File: src/rtl/uart_tx_scheduler.sv
// uart_tx_scheduler
//   Shares one UART transmitter among NUM_REQ byte sources. Sources are
//   served round-robin. A packet lock keeps a multi-byte packet from one
//   source contiguous. The block also owns the UART baud selection and only
//   applies baud changes between packets.
//
// Handshake: source i hands over a byte in the cycle where
//   req_valid[i] & req_ready[i] = 1. req_ready is combinational and is only
//   raised while the scheduler is in IDLE. A source must hold req_data and
//   req_last stable while req_valid is high and req_ready is low.
//
// Ports
//   clk, rst        clock, asynchronous active-high reset
//   req_valid/last  per-source byte valid / end-of-packet marker
//   req_data        per-source byte, source i at [8i+7:8i]
//   req_ready       per-source accept pulse
//   cfg_wr/cfg_sel  baud change request (code 3 ignored)
//   cfg_pending     a baud change is waiting to be applied
//   uart_wr/dat     one-cycle transmit strobe and byte to UART
//   uart_tx_busy    UART transmitter busy
//   uart_speed_sel  one-hot baud select to UART
//   grant_active    byte in flight or packet lock held
//   grant_id        current or most recent owner
//   err_timeout     one-cycle pulse when the UART never raised busy
//   state_dbg       current FSM state, for observation only

module uart_tx_scheduler #(
  parameter int          NUM_REQ       = 4,
  parameter int          BUSY_TIMEOUT  = 16,
  parameter int          LOCK_TIMEOUT  = 1000000,
  parameter logic [1:0]  DEFAULT_SPEED = 2'd0,
  localparam int         IDW           = $clog2(NUM_REQ)
) (
  input  logic                 clk,
  input  logic                 rst,
  input  logic [NUM_REQ-1:0]   req_valid,
  input  logic [NUM_REQ-1:0]   req_last,
  input  logic [NUM_REQ*8-1:0] req_data,
  output logic [NUM_REQ-1:0]   req_ready,
  input  logic                 cfg_wr,
  input  logic [1:0]           cfg_sel,
  output logic                 cfg_pending,
  output logic                 uart_wr,
  output logic [7:0]           uart_dat,
  input  logic                 uart_tx_busy,
  output logic [3:0]           uart_speed_sel,
  output logic                 grant_active,
  output logic [IDW-1:0]       grant_id,
  output logic                 err_timeout,
  output logic [1:0]           state_dbg
);

  localparam int BT_W = $clog2(BUSY_TIMEOUT + 1);
  localparam int LT_W = $clog2(LOCK_TIMEOUT + 1);

  typedef enum logic [1:0] {
    IDLE      = 2'd0,
    ISSUE     = 2'd1,
    WAIT_BUSY = 2'd2,
    WAIT_DONE = 2'd3
  } state_t;

  state_t           state, state_n;
  logic [IDW-1:0]   ptr;
  logic             lock;
  logic             cap_last;
  logic [1:0]       pend_code;
  logic [BT_W-1:0]  busy_cnt;
  logic [LT_W-1:0]  stall_cnt;

  logic             found;
  logic [IDW-1:0]   win;
  logic [IDW-1:0]   cand;
  int               idx;
  logic             grant;
  logic             apply;
  logic             stalling;
  logic             stall_drop;

  function automatic logic [3:0] speed_onehot(input logic [1:0] code);
    case (code)
      2'd1:    speed_onehot = 4'b0100;
      2'd2:    speed_onehot = 4'b0010;
      default: speed_onehot = 4'b1000;
    endcase
  endfunction

  // Winner selection. With the lock held only the owner may win; otherwise
  // the search starts just above the last winner and wraps.
  always_comb begin
    found = 1'b0;
    win   = '0;
    cand  = '0;
    idx   = 0;
    if (lock) begin
      found = req_valid[grant_id];
      win   = grant_id;
    end else begin
      for (int k = 1; k <= NUM_REQ; k++) begin
        idx  = (int'(ptr) + k) % NUM_REQ;
        cand = IDW'(idx);
        if (!found && req_valid[cand]) begin
          found = 1'b1;
          win   = cand;
        end
      end
    end
  end

  // Owner holds the lock but has nothing to send while we sit in IDLE.
  assign stalling   = (state == IDLE) && lock && !req_valid[grant_id];
  assign stall_drop = stalling && (stall_cnt == LT_W'(LOCK_TIMEOUT - 1));

  always_comb begin
    state_n     = state;
    req_ready   = '0;
    uart_wr     = 1'b0;
    err_timeout = 1'b0;
    grant       = 1'b0;
    apply       = 1'b0;
    case (state)
      IDLE: begin
        // A pending baud change takes the whole cycle; nothing is granted.
        if (!lock && cfg_pending) begin
          apply = 1'b1;
        end else if (found) begin
          grant          = 1'b1;
          req_ready[win] = 1'b1;
          state_n        = ISSUE;
        end
      end
      ISSUE: begin
        uart_wr = 1'b1;
        state_n = WAIT_BUSY;
      end
      WAIT_BUSY: begin
        if (uart_tx_busy) begin
          state_n = WAIT_DONE;
        end else if (busy_cnt == BT_W'(BUSY_TIMEOUT - 1)) begin
          err_timeout = 1'b1;
          state_n     = IDLE;
        end
      end
      WAIT_DONE: begin
        if (!uart_tx_busy) state_n = IDLE;
      end
      default: state_n = IDLE;
    endcase
  end

  always_ff @(posedge clk or posedge rst) begin
    if (rst) begin
      state          <= IDLE;
      ptr            <= IDW'(NUM_REQ - 1);
      lock           <= 1'b0;
      cap_last       <= 1'b0;
      grant_id       <= '0;
      uart_dat       <= '0;
      pend_code      <= '0;
      cfg_pending    <= 1'b0;
      uart_speed_sel <= speed_onehot(DEFAULT_SPEED);
      busy_cnt       <= '0;
      stall_cnt      <= '0;
    end else begin
      state <= state_n;

      // busy_cnt = cycles already spent in WAIT_BUSY
      if (state == ISSUE)          busy_cnt <= '0;
      else if (state == WAIT_BUSY) busy_cnt <= busy_cnt + 1'b1;

      if (grant) begin
        grant_id <= win;
        ptr      <= win;
        uart_dat <= req_data[{win, 3'b000} +: 8];
        cap_last <= req_last[win];
      end

      if (err_timeout)                               lock <= 1'b0;
      else if (state == WAIT_DONE && !uart_tx_busy)  lock <= ~cap_last;
      else if (stall_drop)                           lock <= 1'b0;

      if (stalling && !stall_drop) stall_cnt <= stall_cnt + 1'b1;
      else                         stall_cnt <= '0;

      // A write landing on the apply cycle wins and stays pending.
      if (apply) begin
        uart_speed_sel <= speed_onehot(pend_code);
        cfg_pending    <= 1'b0;
      end
      if (cfg_wr && cfg_sel != 2'd3) begin
        pend_code   <= cfg_sel;
        cfg_pending <= 1'b1;
      end
    end
  end

  assign grant_active = (state != IDLE) || lock;
  assign state_dbg    = state;

endmodule

File: config.mk
export PLATFORM = sky130hd
export DESIGN_NAME = uart_tx_scheduler
export DESIGN_NICKNAME = d
export VERILOG_FILES = /design/src/rtl/uart_tx_scheduler.sv
export SDC_FILE = /design/constraint.sdc
export NUM_CORES = 1
export LEC_CHECK = 0
export BUFFER_PORTS_ARGS = -buffer_cell sky130_fd_sc_hd__buf_2
export CAP_MARGIN = 20
export CORE_MARGIN = 5
export CORE_UTILIZATION = 49
export CTS_CLUSTER_SIZE = 16
export DETAILED_ROUTE_END_ITERATION = 8
export PLACE_DENSITY = 0.79
export SLEW_MARGIN = 10
export SYNTH_ARGS = -nofsm -noshare
export SYNTH_HDL_FRONTEND = slang
export SYNTH_SLANG_ARGS = --single-unit
File: constraint.sdc
create_clock -name clk -period 2.2 [get_ports clk]
set_clock_uncertainty 0.15 [all_clocks]
set_input_delay 0.11 -clock clk [delete_from_list [all_inputs] [get_ports clk]]
set_output_delay 0.11 -clock clk [all_outputs]
set_load 0.02 [all_outputs]
==> qor.yml <==
timing:
  fin_hold_ws_ns: 0.0217
  min_period_over_period_pct: 107
  hold_viol: 0
  tightest_slew_ns: 0.651
  max-slew-margin-rel_pct: 56.5
  tns_ns: -0.813
  setup-violations-final: 12
  finalCriticalPeriod_ns: 2.36
  rsz0062_at_grt: "yes"
  slew_violations: 0
  max_freq_mhz: 425
  setup_ws_ns: -0.155
grt:
  grt_max_degree: 26
  grt_usage_pct: 22.6
  grt_overflow: 0
  grt_pass1_wl_um: 13900
  antenna_found_initial: 0
  grt_pass1_vias: 3124
power:
  power_frac_clock_pct: 11.5
  vdd_drop_max_mv: 1.05
  power_density_mw_per_mm2: 1110
  p_sw_uw: 1930
  p_int_uw: 2520
  leakage_uw: 0.00180
  seq_power_share_pct: 29.5
  combinationalPowerShare_pct: 59.0
  swShare_pct: 43.4
logic_synthesis:
  yosys_warnings: 0
  postSynth.asyncResetShare_pct: 100
  yosys.area.top_type_share_pct: 37.6
  synth.avg_cell_area_um2: 9.24
  synth_area_leaders: "dfrtp_1, mux2i_1, ha_1, nor2_1, xor2_1"
  ys_seq_area_share_pct: 40.3
  synth-edff-count: 0
  synth_seq_cells: 47
  synth_flop_cell: "dfrtp_1"
  netlist_instances: 317
  synth_largest_area_cell: "dfrtp_1"
  synthDistinctLibCells: 53
  syn_nets: 373
  synth_area_mm2: 0.00293
setup_path:
  max_stage_delay_ns: 0.58
  r2r_start: "grant_id[1]"
  cp.arrival_ns: 2.10
  path_class: "reg2out"
  crit_buf_inv: 1
  r2r-end: "uart_dat[3]"
  setup.worst_path.end_class: "output port"
  path_cells: "nor3b_1, or4_4, nand2_4, nor3_1, buf_2"
  cp_top_family: "simple AND/OR/NAND/NOR gates"
  reg2reg_depth: 7
  crit_fanout: 5
  cpMaxStageDelayCell: "dfstp_2"
  reg2reg_setup_slack_ns: -0.12
  required_ns: 1.94
  startpoint_type: "flop"
min_path:
  holdPathEnd: "lock"
  min_from: "uart_tx_busy"
  hold_path_class: "in2reg"
  whs_path_depth: 3
outcome:
  violations: "setup timing"
  status: "finished, violations left"
clock_tree:
  cts.htree.levels: 2
  cts_max_path_buffers: 2
  cts_root_buf: "clkbuf_8"
  clk_pin_slew_worst_paths_ns: 0.09
  tritoncts.num_buffers: 5
  worstSkewPairLatency_ns: 0.30
  clock-sinks: 47
  cts_tree: "done"
die:
  dieHeight_um: 87.3
  core_area_mm2: 0.00585
  dieWidth_um: 87.3
  rows: 28
  dieArea_mm2: 0.00762
  start_util_pct: 50.1
  io_pins: 70
placed_design:
  pre_cts_ws_ns: -0.0276
  place_area_mm2: 0.00348
  dp_hpwl_um: 5570
  gp_congestion: 0.914
  place.port_buffers: 68
  place_inst: 469
drt:
  top_layer_used: "met4"
  drt-total-wl_um: 8600
  dr_wl_met2_um: 4310
  dr_wl_met3_um: 720
  met1_length_um: 3260
  avgViaCountPerCell: 5.85
  detail_route.wl_per_cell_um: 16.8
  route.detailed.drc: 0
  firstDrtPassIters: 5
  ant_nets: 0
  num_vias: 2997
  drt-initial-drc-count: 179
finish:
  layout.nets: 492
  fin_area_mm2: 0.00401
  register_area_mm2: 0.00118
  multi_input_area_mm2: 0.00172
  syn_to_final_growth_pct: 37.0
  antennaDiodeCount: 0
  stdcell_count: 512
  drive_gt1_share_pct: 30.7
  nFillCells: 418
flow_run:
  max_cap_viol_count: 0
Yosys cell counts, types with 4 or more instances:
cell / n
nand2b_1: 7
nand4_1: 6
dfrtp_1: 44
nand3_1: 17
a221oi_1: 7
ha_1: 10
mux2i_1: 15
a311oi_1: 8
xnor2_1: 5
nor2_1: 33
inv_1: 16
a21oi_1: 7
xor2_1: 13
nor2b_1: 13
and3_1: 4
nand2_1: 26
o21ai_0: 17
or3_1: 4
mux2_2: 4
clkbuf_1: 4
metrics by stage:
stage | util [%] | total power (µW)
floorplan | - | 2740
detailed placement | 59.5 | 3490
CTS | 67.4 | 4280
global placement | 59.5 | 3430
global route | 68.6 | 4730
finish | 68.6 | 4450
flip-flops by register name, indices dropped and copies added, names as in the netlist:
name,count
uart_speed_sel,3
pend_code,2
ptr,2
grant_id,2
state_dbg,2
lock,1
stall_cnt,20
uart_dat,8
busy_cnt,5
cfg_pending,1
cap_last,1
metal layers:
layer | GRT usage, % | vias to the layer above
met5 | 0 | -
met4 | 9.62 | 0
met3 | 5.11 | 43
met2 | 40.7 | 183
met1 | 25.3 | 1391
li1 | - | 1380
worst register-to-register path, cell delays in order (launching register included):
cell and delay [ns]:
dfrtp_2 0.38, mux4_2 0.52, a22o_4 0.27, and2_4 0.14, buf_4 0.14, buf_4 0.15, mux2i_1 0.15, a311oi_1 0.31
kinds of logic after synthesis:
kind of cell	share of synthesized area (%)
flops	40.3
fa+ha+maj	4.27
compound gates	14.6
mux	7.43
xor+xnor	5.38
buf+inv	4.10
simple gates	23.8
other cells	0.128
how the worst max path moves through the flow:
| stage | slack (ns) | startpoint | cells after the start | to |
|---|---|---|---|---|
| 2_1_floorplan | 0.005 | ptr[1] | 5 | req_ready[1] |
| 5_1_grt | -0.26 | ptr[0] | 5 | req_ready[1] |
| 3_3_place_gp | 0.05 | grant_id[1] | 6 | uart_dat[2] |
| 6_report | -0.16 | ptr[0] | 5 | req_ready[1] |
| 4_1_cts | -0.08 | grant_id[1] | 6 | req_ready[3] |
| 3_5_place_dp | -0.03 | ptr[0] | 5 | uart_dat[2] |
area by class of cell:
class                   instances  area share [%]
well taps                      75            2.34
inverters                      16            1.50
clock inverters                 1           0.125
clock buffers                   7            1.90
multi-input cells             243            43.0
flip-flops and latches         47            29.4
repair buffers                123            21.7
layout by cell type (no fill, tap or decap), types with 3 or more instances in the layout:
cell type / n
o21ai_0: 15
dlygate4sd3_1: 24
nand2_1: 24
xor2_1: 13
a221oi_1: 7
mux2i_1: 15
buf_6: 7
buf_4: 25
a211oi_1: 3
clkbuf_8: 5
nand2b_1: 5
nor2b_1: 13
mux2_2: 4
xnor2_1: 5
dfstp_2: 3
nand3_1: 17
nor2_1: 33
nor3_1: 3
buf_2: 65
inv_1: 15
and3_1: 4
dfrtp_1: 43
a311oi_1: 7
or3_1: 4
ha_1: 9
a21oi_1: 5
nand4_1: 6
and2_4: 4
nor3b_1: 3
timing repair:
item                                    4_1_cts  5_1_grt
endpoints found under the setup margin        6       31
setup buffers                                 7        4
pin swaps                                     5        1
hold buffers                                 24        0
gates resized for setup                      23        9
hold endpoints to repair                     33        0
power groups by stage:
stage               Combinational [µW]  Clock [µW]  Sequential [µW]
floorplan                         1280           0             1460
global placement                  2140           0             1290
detailed placement                2190           0             1300
CTS                               2470         517             1290
global route                      2830         556             1340
finish                            2630         513             1310
Note: power is estimated with default switching activity, not from simulation.
